===== src/rtl/clk_period_meter.sv =====
// clk_period_meter: measures the period of a slow clock-like signal in clk
// cycles and recovers the divider tap (sel) that produced it.
//
// Ports:
//   clk       system clock, rising edge
//   BTN0      synchronous active-high reset
//   sig_in    measured signal, asynchronous to clk
//   period    clk cycles between the last two rising edges of sig_in
//   sel_est   MSB index of period minus 1, saturated to 0..31
//   pow2      period is an exact power of two, at least 2
//   valid     period/sel_est/pow2 hold a real measurement
//   locked    last two measured periods were equal
//   timeout   sticky lost-signal flag, cleared by the next rising edge
//   edge_cnt  live count of cycles since the last rising edge
//
// Build option: define CLK_PERIOD_METER_LOCK_EN to build the old-period
// comparator and the locked flag; otherwise locked is tied to 0.

module clk_period_meter #(
  parameter int unsigned CNT_W       = 32,
  parameter int unsigned TIMEOUT     = 32'd100_000_000,
  parameter int unsigned SYNC_STAGES = 2
) (
  input  logic             clk,
  input  logic             BTN0,
  input  logic             sig_in,
  output logic [CNT_W-1:0] period,
  output logic [4:0]       sel_est,
  output logic             pow2,
  output logic             valid,
  output logic             locked,
  output logic             timeout,
  output logic [CNT_W-1:0] edge_cnt
);

  localparam logic [CNT_W-1:0] ONE    = CNT_W'(1);
  localparam logic [CNT_W-1:0] TWO    = CNT_W'(2);
  localparam logic [CNT_W-1:0] TO_CNT = CNT_W'(TIMEOUT);

  typedef enum logic [1:0] {
    S_IDLE,
    S_ARM,
    S_TRACK
  } state_t;

  state_t                 state;
  logic [SYNC_STAGES-1:0] sync_q;
  logic                   prev_q;
  logic                   synced;
  logic                   rise;
  logic                   cnt_hit;
  int unsigned            msb_idx;

`ifdef CLK_PERIOD_METER_LOCK_EN
  logic lock_q;
  assign locked = lock_q;
`else
  assign locked = 1'b0;
`endif

  assign synced  = sync_q[SYNC_STAGES-1];
  assign rise    = synced & ~prev_q;
  assign cnt_hit = (edge_cnt == TO_CNT);

  always_ff @(posedge clk) begin
    if (BTN0) begin
      sync_q   <= '0;
      prev_q   <= 1'b0;
      edge_cnt <= '0;
      period   <= '0;
      valid    <= 1'b0;
      timeout  <= 1'b0;
      state    <= S_IDLE;
`ifdef CLK_PERIOD_METER_LOCK_EN
      lock_q   <= 1'b0;
`endif
    end else begin
      sync_q <= {sync_q[SYNC_STAGES-2:0], sig_in};
      prev_q <= synced;

      // Saturating counter: a stuck-low input must not wrap and fake a period.
      if (rise)
        edge_cnt <= ONE;
      else if (edge_cnt != '1)
        edge_cnt <= edge_cnt + ONE;

      // rise is tested before cnt_hit so a coincident edge records a period.
      case (state)
        S_IDLE: begin
          if (rise) begin
            timeout <= 1'b0;
            state   <= S_ARM;
          end else if (cnt_hit) begin
            timeout <= 1'b1;
          end
        end
        S_ARM: begin
          if (rise) begin
            period  <= edge_cnt;
            valid   <= 1'b1;
            timeout <= 1'b0;
            state   <= S_TRACK;
          end else if (cnt_hit) begin
            valid   <= 1'b0;
            timeout <= 1'b1;
            state   <= S_IDLE;
`ifdef CLK_PERIOD_METER_LOCK_EN
            lock_q  <= 1'b0;
`endif
          end
        end
        S_TRACK: begin
          if (rise) begin
            period  <= edge_cnt;
            timeout <= 1'b0;
`ifdef CLK_PERIOD_METER_LOCK_EN
            lock_q  <= (edge_cnt == period);
`endif
          end else if (cnt_hit) begin
            valid   <= 1'b0;
            timeout <= 1'b1;
            state   <= S_IDLE;
`ifdef CLK_PERIOD_METER_LOCK_EN
            lock_q  <= 1'b0;
`endif
          end
        end
        default: state <= S_IDLE;
      endcase
    end
  end

  // Periods 0 and 1 have no meaningful tap and decode to sel_est = 0.
  always_comb begin
    msb_idx = 0;
    for (int unsigned i = 1; i < CNT_W; i++)
      if (period[i]) msb_idx = i;
    if (msb_idx == 0)
      sel_est = '0;
    else if (msb_idx > 32)
      sel_est = 5'd31;
    else
      sel_est = 5'(msb_idx - 1);
  end

  assign pow2 = (period >= TWO) && ((period & (period - ONE)) == '0);

endmodule

===== config.mk =====
export PLATFORM = sky130hd
export DESIGN_NAME = clk_period_meter
export DESIGN_NICKNAME = d
export VERILOG_FILES = /design/src/rtl/clk_period_meter.sv
export SDC_FILE = /design/constraint.sdc
export NUM_CORES = 1
export LEC_CHECK = 0
export CORE_ASPECT_RATIO = 1.25
export CORE_MARGIN = 2
export CORE_UTILIZATION = 47
export DETAILED_ROUTE_END_ITERATION = 6
export PLACE_DENSITY = 0.77
export SLEW_MARGIN = 20
export SYNTH_ARGS = -nofsm -noshare
export SYNTH_HDL_FRONTEND = slang
export SYNTH_SLANG_ARGS = --single-unit

===== constraint.sdc =====
create_clock -name clk -period 2.6 [get_ports clk]
set_input_delay 0.52 -clock clk [delete_from_list [all_inputs] [get_ports clk]]
set_output_delay 0.52 -clock clk [all_outputs]
set_load 0.01 [all_outputs]

Word-level counts from Yosys, hierarchy flattened
Index checks and enable logic that the tools add are counted.

cells by class
  add/sub/neg operators = 3
  $lt $le $gt $ge = 2
  equality and inequality tests = 6
  multiplexer cells = 46
  bitwise operators = 3
  reduce and logical (&&, ||, !) cells = 14

operator list
  kind                     number
  $mux W32                 30
  $logic_not A32 Y1        2
  $add A32 B1 Y32 const B  1
  $and A32 B32 Y32         1
  $eq A32 B27 Y1 const B   1
  $ge A32 B2 Y1 const B    1
  $gt A32 B6 Y1 const B    1
  $ne A32 B32 Y1 const B   1
  $sub A32 B1 Y32 const B  1
  $mux W5                  2
  $mux W1                  8
  $mux W2                  4
  $reduce_and A2 Y1        4
  $pmux W2 S3              1
  $reduce_bool A2 Y1       3
  $sub A5 B1 Y5 const B    1
  $ne A2 B2 Y1 const B     2
  $reduce_or A2 Y1         2
  $reduce_or A3 Y1         1
  $eq A2 B1 Y1 const B     1
  $eq A2 B2 Y1 const B     1
  $logic_not A2 Y1         1
  $pmux W1 S2              1
  $and A1 B1 Y1            1
  2 further kinds          2

word-level totals
  register bits = 71
  bits of input ports = 3
  output and inout port bits = 73
  word-level logic and storage cells = 82

Logic depth before layout (Yosys ltp)
  word-level depth = 34
  depth in mapped cells = 9
  depth with buffers taken out = 9

Least setup slack after synthesis
OpenSTA, ideal clock, no wires.

  path type = reg-to-output
  start point = register period[4]
  end point = output pow2
  data arrival time = 2540 ps
  required time = 2080 ps
  slack = -460 ps
  cell stages (with the launch flop) = 8
  buffers on the path = 0
  cells stage by stage = dfxtp_1 > or4_4 > or2_4 > or4_1 > maj3_2 > a2111oi_4 > nor3_1 > nor4_2

between the ends
  word-level cells in the longest chain between the ends = 4
  elaborated cells between the ends (all ways) = 5
  those cells by class = 1 x add/sub; 1 x order compare; 1 x bitwise; 2 x reduce/logical

ends and longest elaborated chain
  element                  RTL line  text
  start, declared          27        output logic [CNT_W-1:0] period,
  start signal, assigned   99        period <= edge_cnt;
  start signal, assigned   114       period <= edge_cnt;
  $sub A32 B1 Y32          146       assign pow2 = (period >= TWO) && ((period & (period - ONE)) == '0);
  $and A32 B32 Y32         146
  $logic_not A32 Y1        146
  $logic_and A1 B1 Y1 (*)  146
  end, declared            29        output logic pow2,

Every way passes the cells marked *; elsewhere a longest branch is shown, timed or not.

Worst setup path in the final report
Ends and elaborated chain as after synthesis.

==> results.ini <==
[critical_path]
crit_chain=or4_4 -> or2_4 -> or4_4 -> maj3_2 -> a2111oi_4 -> nor3_2 -> nor4_2 -> buf_2
endpoint_kind=primary output
crit_arrival_ns=2.81
critPathKind=reg -> out
crit_required_ns=2.08
crit_top_cell=or4_4
crit_family=simple AND/OR/NAND/NOR gates
slowest_delay_ns=0.53
cp_slowest_cell=or4_4
critPathLaunchType=flop
path_max_fanout=4
critPathBufInv=1

[clock_network]
cts_buffer_depth=2
cts_tree=yes
postCtsHoldBufs=0
clkTransAtPathRegs_ns=0.07
clock_latency_ns=0.35
htree_levels=3
numCtsBuffers=9
cts_root_buf=clkbuf_8
clock-sinks=71

[global_routing]
grt_max_degree=41
grt_pass1_vias=4156
grt-ovfl-total=0
grt_usage_pct=27.4
grt_pass1_wl_mm=19.9
antenna_found_initial=0

[power]
p_per_area_mw_per_mm2=356
leakage_nw=2.26
ir_worst_vdd_v=0.000339

[yosys]
synth_area_leaders=dfxtp_1 37%, nand2_1 8.3%, a21oi_1 6.6%
synth_top_family_by_area=simple AND/OR/NAND/NOR gates
synthAdderAreaFrac_pct=3.26
synthCells=517
dominantRegCellSynth=dfxtp_1
ys_ff_latch=71
synth_top_area_share_pct=36.6
synth-simple-area-share_pct=32.7
yosysUniqueCellTypes=63
yosysSeqAreaShare_pct=36.6
synth_area_per_cell_um2=7.50
synth_top_cell_by_area=dfxtp_1
syn-num-nets=526
synth_edf_count=0
ys_warn_count=0
synth_compound_area_share_pct=15.9
mappedNetlistArea_mm2=0.00388
synth_xor_area_share_pct=6.32
synth_mux_area_share_pct=0.258
ys_async_sr_fraction_pct=0

[finish]
drive_gt1_share_pct=24.2
nets=674
antennaDiodeCount=0
area_delta_synth_final_pct=48.6
final_area_mm2=0.00577

[route]
route.detailed.drc=0
wl_met3_um=719
avgViaCountPerCell=5.73
dr_wl_met2_mm=6.28
detail_route.wl_per_cell_um=16.2
wl_met1_mm=4.90
routed.top_layer=met4
drtPass1Iterations=5
dr_total_vias=4398
ant_nets=0
drt_iter0_drc=292
drt-total-wl_mm=12.4

[floorplanning]
die_width_um=85.3
initial_utilization_pct=47.6
row_count=37
die_area_mm2=0.00900
io_pins=76
core_area_mm2=0.00815
die_y_um=106

[timing]
post-route-min-period_ns=3.33
finalSetupTns_ns=-2.64
setup_ws_ns=-0.730
fmax_ghz=0.300
skew_ns=0.00659
period_share_pct=128
rsz0062_at_grt=true
setup_viol=6
hold_viol=0
slew_violations=0

[placed_design]
hpwl_mm=8.83
port_buffers=74
placed_area_mm2=0.00526
place_congestion=0.997

[run_status]
failed_checks=negative setup slack
status=finished, violations left

[run]
maxCapViolCount=0

[min_path]
hold_class=reg -> reg

area by class of cell:
cell class | instances | area (µm²)
Multi-Input combinational cell | 399 | 2490
Fill cell | 645 | 2380
Timing Repair Buffer | 168 | 1460
Sequential cell | 71 | 1440
Clock buffer | 12 | 145
Tap cell | 97 | 121
Inverter | 16 | 60.1
Clock inverter | 4 | 45.0
cells in the mapped netlist (7+ instances only):
| library cell | n |
|---|---|
| xor2_1 | 21 |
| nand4_1 | 9 |
| nor2_1 | 60 |
| nor4_1 | 16 |
| dfxtp_1 | 71 |
| nand2_1 | 86 |
| a21oi_1 | 51 |
| inv_1 | 14 |
| nor3_1 | 17 |
| or3_1 | 7 |
| clkbuf_1 | 26 |
| xnor2_1 | 7 |
| nand3_1 | 22 |
| o21ai_0 | 12 |
state kept, by name (all words and copies together) (netlist names):
register / cells
edge_cnt: 32
period: 32
prev_q: 1
state: 2
sync_q: 2
timeout: 1
valid: 1
timing repair:
item,4_1_cts,5_1_grt
pin swaps,17,10
endpoints found under the setup margin,6,6
setup buffers,10,5
resized for setup,59,23
layer usage:
| layer | track usage [%] | up-vias |
|---|---|---|
| met3 | 4.93 | 38 |
| met5 | 0 | - |
| met2 | 45.4 | 196 |
| li1 | - | 2108 |
| met4 | 14.5 | 0 |
| met1 | 33.4 | 2056 |
final timing paths:
| path | from | slack (ns) | cells after the start | to |
|---|---|---|---|---|
| setup / recovery | period[4]$_SDFFE_PP0P_ | -0.73 | 8 | pow2 |
| hold / removal | sync_q[0]$_SDFF_PP0_ | 0.46 | 1 | sync_q[1]$_SDFF_PP0_ |
| setup reg to reg | edge_cnt[9]$_SDFFE_PP0P_ | 0.29 | 9 | edge_cnt[31]$_SDFFE_PP0P_ |
| hold reg to reg | sync_q[0]$_SDFF_PP0_ | 0.46 | 1 | sync_q[1]$_SDFF_PP0_ |
per-stage QoR:
step	hold slack [ns]	instances	util, %	power, mW	setup slack [ns]
after floorplan	0.414	517	-	1.18	-0.307
after global placement	0.419	738	64.5	1.21	-0.768
after detailed placement	0.453	738	64.5	1.22	-0.792
after CTS	0.458	764	69.4	2.07	-0.740
after global routing	0.460	767	70.8	2.12	-0.864
final	0.455	767	70.8	2.06	-0.730
power by group:
group          switching (mW)  internal, mW
registers              0.0109          1.09
clock network           0.394         0.465
logic                  0.0520        0.0388
worst reg2reg max path: cells and delay by family, from the launching register on:
kind                      cells  cell delay [ns]
DFF                           1             0.43
buffers and inverters         2             0.34
xor gates and xnor gates      1             0.16
and+or+nand+nor               6             1.26
cells by family after synthesis:
group,count (synthesis)
simple gates,260
compound gates,98
flops,71
buf+inv,47
xor+xnor,28
fa+ha+maj,11
other cells,1
mux,1
cells in the final DEF (no fill, tap or decap), drive strengths merged, types with 3 or more instances in the layout:
cell	synthesis	final
o21ai	15	15
xor2	21	21
or4	4	4
maj3	5	5
or2	5	5
a21oi	51	51
nand3	22	22
a2111oi	3	3
clkdlybuf4s50	0	68
nor3b	3	3
inv	16	16
buf	5	100
or3	7	7
nor2	60	60
clkinv	0	3
nand2	86	86
dfxtp	71	71
and2	4	4
nor3	17	17
nand4	9	9
and4	6	6
and3	3	3
xnor2	7	7
clkbuf	26	12
nand2b	6	6
nor4	18	18
ha	6	6
nor4b	3	3
nor2b	5	5
(Power assumes the default switching activity.)
